$ cat config.mk
export PLATFORM = sky130hd
export DESIGN_NAME = if_id_buffer
export DESIGN_NICKNAME = d
export VERILOG_FILES = /design/src/rtl/lc3b_types.sv /design/src/rtl/lc3b_ir_fields.sv /design/src/rtl/if_id_buffer.sv
export SDC_FILE = /design/constraint.sdc
export NUM_CORES = 1
export LEC_CHECK = 0
export ABC_CLOCK_PERIOD_IN_PS = 4700
export CAP_MARGIN = 5
export CORE_AREA = 3 3 110 112
export CTS_CLUSTER_DIAMETER = 100
export CTS_CLUSTER_SIZE = 10
export DETAILED_ROUTE_END_ITERATION = 7
export DIE_AREA = 0 0 113 115
export DONT_BUFFER_PORTS = 1
export PLACE_DENSITY = 0.58
export SYNTH_ARGS = -nofsm -noshare
export SYNTH_HDL_FRONTEND = slang
export SYNTH_HIERARCHICAL = 1
export SYNTH_SLANG_ARGS = --single-unit
$ cat constraint.sdc
create_clock -name clk -period 4.7 [get_ports clk]
set_input_delay 0.235 -clock clk [delete_from_list [all_inputs] [get_ports clk]]
set_output_delay 0.235 -clock clk [all_outputs]
set_load 0.05 [all_outputs]
$ cat src/rtl/lc3b_types.sv
// Shared LC-3b datapath types: instruction field widths, the control word
// produced by the control ROM, and the entry format held between IF and ID.
package lc3b_types;

  typedef logic [15:0] lc3b_word;
  typedef logic [3:0]  lc3b_opcode;
  typedef logic [2:0]  lc3b_reg;
  typedef logic [5:0]  lc3b_offset6;
  typedef logic [8:0]  lc3b_offset9;
  typedef logic [10:0] lc3b_offset11;

  typedef enum logic [2:0] {
    ALU_ADD  = 3'd0,
    ALU_AND  = 3'd1,
    ALU_NOT  = 3'd2,
    ALU_PASS = 3'd3,
    ALU_SLL  = 3'd4,
    ALU_SRL  = 3'd5,
    ALU_SRA  = 3'd6,
    ALU_RSVD = 3'd7
  } lc3b_aluop;

  typedef struct packed {
    lc3b_opcode  opcode;
    lc3b_aluop   aluop;
    logic        load_regfile;
    logic        load_cc;
    logic        mem_read;
    logic        mem_write;
    logic [1:0]  pcmux_sel;
  } lc3b_control_word;

  // One fetched instruction as it sits in the IF/ID buffer.
  typedef struct packed {
    lc3b_word         pc;
    lc3b_word         instr;
    lc3b_control_word ctrl;
  } lc3b_fetch_entry;

  function automatic lc3b_word sext5(input logic [4:0] v);
    return {{11{v[4]}}, v};
  endfunction

  function automatic lc3b_word sext4(input logic [3:0] v);
    return {{12{v[3]}}, v};
  endfunction

endpackage

$ cat src/rtl/lc3b_ir_fields.sv
// Purely combinational split of an LC-3b instruction word into its fields.
// Offsets are raw bit slices; the two immediates are sign-extended to a word.
module lc3b_ir_fields
  import lc3b_types::*;
(
  input  lc3b_word     instr_i,
  output lc3b_opcode   opcode_o,
  output lc3b_reg      dest_o,
  output lc3b_reg      src1_o,
  output lc3b_reg      src2_o,
  output lc3b_offset6  offset6_o,
  output lc3b_offset9  offset9_o,
  output lc3b_offset11 offset11_o,
  output lc3b_word     imm5_o,
  output lc3b_word     imm4_o
);

  assign opcode_o   = instr_i[15:12];
  assign dest_o     = instr_i[11:9];
  assign src1_o     = instr_i[8:6];
  assign src2_o     = instr_i[2:0];
  assign offset6_o  = instr_i[5:0];
  assign offset9_o  = instr_i[8:0];
  assign offset11_o = instr_i[10:0];
  assign imm5_o     = sext5(instr_i[4:0]);
  assign imm4_o     = sext4(instr_i[3:0]);

endmodule

$ cat src/rtl/if_id_buffer.sv
// IF/ID decoupling buffer: a DEPTH-entry circular FIFO of fetched
// {pc, instr, ctrl}. The head slot drives the outputs combinationally and is
// decoded in place so the ID stage sees the fields without an extra cycle.
module if_id_buffer
  import lc3b_types::*;
#(
  parameter int DEPTH = 2,
  parameter int CNT_W = $clog2(DEPTH + 1)
) (
  input  logic             clk,
  input  logic             rst_n,
  input  logic             flush,
  input  logic             in_valid,
  output logic             in_ready,
  input  lc3b_word         in_pc,
  input  lc3b_word         in_instr,
  input  lc3b_control_word in_ctrl,
  output logic             out_valid,
  input  logic             out_ready,
  output lc3b_word         out_pc,
  output lc3b_word         out_instr,
  output lc3b_control_word out_ctrl,
  output lc3b_opcode       opcode,
  output lc3b_reg          dest,
  output lc3b_reg          src1,
  output lc3b_reg          src2,
  output lc3b_offset6      offset6,
  output lc3b_offset9      offset9,
  output lc3b_offset11     offset11,
  output lc3b_word         imm5,
  output lc3b_word         imm4,
  output logic [CNT_W-1:0] count
);

  localparam int PTR_W = (DEPTH > 1) ? $clog2(DEPTH) : 1;

  lc3b_fetch_entry  mem_q [DEPTH];
  lc3b_fetch_entry  head_entry;
  lc3b_fetch_entry  in_entry;
  logic [PTR_W-1:0] head_q, head_d;
  logic [PTR_W-1:0] tail_q, tail_d;
  logic [CNT_W-1:0] count_q, count_d;
  logic             push;
  logic             pop;

  // Explicit wrap so non-power-of-two depths never index past DEPTH-1.
  function automatic logic [PTR_W-1:0] ptr_inc(input logic [PTR_W-1:0] p);
    if (p == PTR_W'(DEPTH - 1)) return '0;
    return p + 1'b1;
  endfunction

  assign in_ready  = (count_q < CNT_W'(DEPTH));
  assign out_valid = (count_q != '0);
  assign push      = in_valid && in_ready && !flush;
  assign pop       = out_valid && out_ready && !flush;
  assign count     = count_q;

  assign in_entry   = '{pc: in_pc, instr: in_instr, ctrl: in_ctrl};
  assign head_entry = mem_q[head_q];
  assign out_pc     = head_entry.pc;
  assign out_instr  = head_entry.instr;
  assign out_ctrl   = head_entry.ctrl;

  // Next pointers and occupancy; flush overrides any concurrent push/pop.
  always_comb begin
    head_d  = head_q;
    tail_d  = tail_q;
    count_d = count_q;
    if (flush) begin
      head_d  = '0;
      tail_d  = '0;
      count_d = '0;
    end else begin
      if (push) tail_d = ptr_inc(tail_q);
      if (pop)  head_d = ptr_inc(head_q);
      unique case ({push, pop})
        2'b10:   count_d = count_q + 1'b1;
        2'b01:   count_d = count_q - 1'b1;
        default: count_d = count_q;
      endcase
    end
  end

  // Pointer and occupancy registers.
  always_ff @(posedge clk or negedge rst_n) begin
    if (!rst_n) begin
      head_q  <= '0;
      tail_q  <= '0;
      count_q <= '0;
    end else begin
      head_q  <= head_d;
      tail_q  <= tail_d;
      count_q <= count_d;
    end
  end

  // Entry storage: cleared on reset so idle outputs read as zero.
  always_ff @(posedge clk or negedge rst_n) begin
    if (!rst_n) begin
      for (int i = 0; i < DEPTH; i++) mem_q[i] <= '0;
    end else if (push) begin
      mem_q[tail_q] <= in_entry;
    end
  end

  lc3b_ir_fields u_fields (
    .instr_i    (head_entry.instr),
    .opcode_o   (opcode),
    .dest_o     (dest),
    .src1_o     (src1),
    .src2_o     (src2),
    .offset6_o  (offset6),
    .offset9_o  (offset9),
    .offset11_o (offset11),
    .imm5_o     (imm5),
    .imm4_o     (imm4)
  );

endmodule

==> impl_metrics.json <==
{
  "layout-drive-gt1-share_pct": 58.5,
  "diodes": 0,
  "synthArstFlopShare_pct": 100,
  "grt_pass1_wl_um": 12700,
  "cpPeakStageDelay_ps": 800,
  "overflow": 0,
  "skew_ps": 8.52,
  "yosysWarnings": 6,
  "crit_fanout": 25,
  "drc_errors": 0,
  "slew_headroom_pct": 31.3,
  "grt_max_degree": 95,
  "synth_area_leaders": "dfrtp_1, mux2_2, buf_4, buf_6, mux2_1",
  "reg2reg_to": "mem_q[36]",
  "ff2ff_path_depth": 4,
  "whs_endpoint": "count[1]",
  "numCtsBuffers": 9,
  "post-route-period-util_pct": 68.7,
  "root_buffer": "clkbuf_16",
  "die_w_um": 113,
  "htree_levels": 3,
  "fill_cells": 1037,
  "criticalPathCategory": "register to output port",
  "synthTopCellsByCount": "mux2_2, dfrtp_1, buf_4, buf_6, buf_2",
  "worstHoldPathCells": 2,
  "io_buffers": 0,
  "peakVddDrop_uv": 400,
  "status": "completed",
  "crit_chain": "buf_4 -> mux2_8 -> buf_4",
  "cts_buffer_depth": 2,
  "routabilityCongestion": 0.664,
  "pin_count": 170,
  "netlist_instances": 332,
  "cts_resized": 0,
  "period_needed_ps": 3230,
  "syn2layout_area_growth_pct": -0.698,
  "detail_route.wl_per_cell_um": 19.1,
  "antenna_left": 0,
  "reg2reg_from": "count[1]",
  "endpoint_kind": "output port",
  "hp-start": "in_valid",
  "startpoint_type": "register",
  "power.density_nw_per_um2": 737,
  "ys_seq_elements": 94,
  "multi_input_area_um2": 1700,
  "ys_seq_area_share_pct": 50.5,
  "row_count": 39,
  "fp.coreArea_um2": 11300,
  "max_freq_mhz": 310,
  "grt_usage_pct": 12.8,
  "worst_path_max_delay_cell": "dfrtp_2",
  "crit_top_cell": "buf_4",
  "synth_largest_type_area_fraction_pct": 50.5,
  "routed_via_density": 5.17,
  "hold_path_class": "primary input to register",
  "dr.pass1.iters": 2,
  "synth_top_flop_cell": "dfrtp_1",
  "worstPathRequired_ps": 4470,
  "nets": 317,
  "dp_hpwl_um": 4960,
  "cts_num_sinks": 94,
  "antenna_found_initial": 0,
  "wl_um": 7870,
  "setup_viol": 0,
  "drt_iter0_drc": 34,
  "yosysTopAreaCell": "dfrtp_1",
  "synth.most_common_cell": "mux2_2",
  "p_leak_uw": 0.00191,
  "path_clk_slew_ps": 60,
  "hold_viol_final": 0,
  "yosysUniqueCellTypes": 18,
  "fin_setup_tns_ps": 0,
  "cts_tree": "done",
  "worstPathArrival_ps": 2990,
  "worst_slew_pin_slew_ps": 1030,
  "final_max_slew_viol_count": 0,
  "postSynthAreaPerCell_um2": 14.0,
  "maxCapViolations": 0,
  "rrSetupSlack_ps": 2520,
  "rsz0062_at_grt": "no",
  "fp.dieArea_um2": 13000,
  "synth_edf_count": 0,
  "syn-cell-area_um2": 4660,
  "num_vias": 2136,
  "die_y_um": 115,
  "placed_cell_area_um2": 4280,
  "fin_area_um2": 4630,
  "synth.net_count": 382,
  "grt_pass1_vias": 2405,
  "insertion_delay_ps": 340,
  "start_util_pct": 41.2,
  "register_area_um2": 2350
}
## logic make-up after synthesis
family,synth area share [%]
AOI/OAI and AO/OA,0.430
xor gates and xnor gates,0.376
buffers and inverters,14.2
DFF,50.5
muxes,32.9
and+or+nand+nor,1.69
## cells in the final DEF, fill, tap and decap left out, drive strengths merged
master,Yosys,routed
bufinv,0,2
mux2,136,136
buf,85,7
inv,1,1
nor3b,1,1
dlygate4sd3,0,2
clkbuf,0,10
nand2,1,1
nand2b,2,2
nor2b,2,2
or2,1,1
nor3,1,1
xor2,2,2
o21ai,2,2
dfrtp,94,94
nor2,2,2
clkinv,0,2
a21oi,2,2
## worst max-delay path by stage
stage / from / to / slack [ps] / cells past startpoint
4_1_cts: head_q / imm4[10] / 1390 / 3
5_1_grt: head_q / imm4[10] / 1340 / 3
6_report: head_q / imm4[10] / 1470 / 3
3_3_place_gp: head_q / imm4[10] / 1810 / 3
2_1_floorplan: count[1] / mem_q[46] / 2900 / 4
3_5_place_dp: head_q / imm4[10] / 1780 / 3
## state kept, by name (all words and copies together), names as in the netlist
| name | flops |
|---|---|
| mem_q | 90 |
| head_q | 1 |
| count | 2 |
| tail_q | 1 |
## layout make-up
type | instances | area share [%]
clock buffer | 10 | 4.95
sequential | 94 | 50.9
clock inverter | 4 | 1.60
inverter | 1 | 0.0811
tap | 143 | 3.87
timing repair buffer | 9 | 2.00
multi-input combinational | 152 | 36.6
## where the power goes
| part | total (uW) | leakage (uW) | switching [uW] | internal [uW] |
|---|---|---|---|---|
| Sequential | 1140 | 0.00112 | 114 | 1030 |
| Clock | 749 | 0.000148 | 289 | 460 |
| Combinational | 1510 | 0.000642 | 1220 | 298 |
## metrics by stage
stage | hold WS [ps] | setup slack (ps) | cells | total power [uW] | util (%)
floorplan | -60.6 | 2900 | 332 | 2760 | -
global placement | -57.8 | 1810 | 396 | 2640 | 37.8
detailed placement | -58.1 | 1780 | 396 | 2670 | 37.8
CTS | 7.22 | 1390 | 413 | 3460 | 40.9
global route | 21.7 | 1340 | 413 | 3570 | 40.9
finish | 26.7 | 1470 | 413 | 3410 | 40.9
## what timing repair did
action	4_1_cts	5_1_grt
endpoints found under the hold margin	98	0
buffers inserted	0	0
hold buffers	3	0
## routing by layer
metal	vias up	share of wire (%)	global-route usage (%)
li1	941	-	-
met3	15	10	6.26
met2	83	48	20.9
met5	-	0	0
met1	1097	39	13.9
met4	0	2.3	6.49
## critical path: cells and delay by family (launching register included)
| kind | cells | cell delay (ps) |
|---|---|---|
| multiplexers | 1 | 680 |
| buffers and inverters | 2 | 1120 |
| flip-flops | 1 | 800 |
Power figures use the tool's default switching activity.
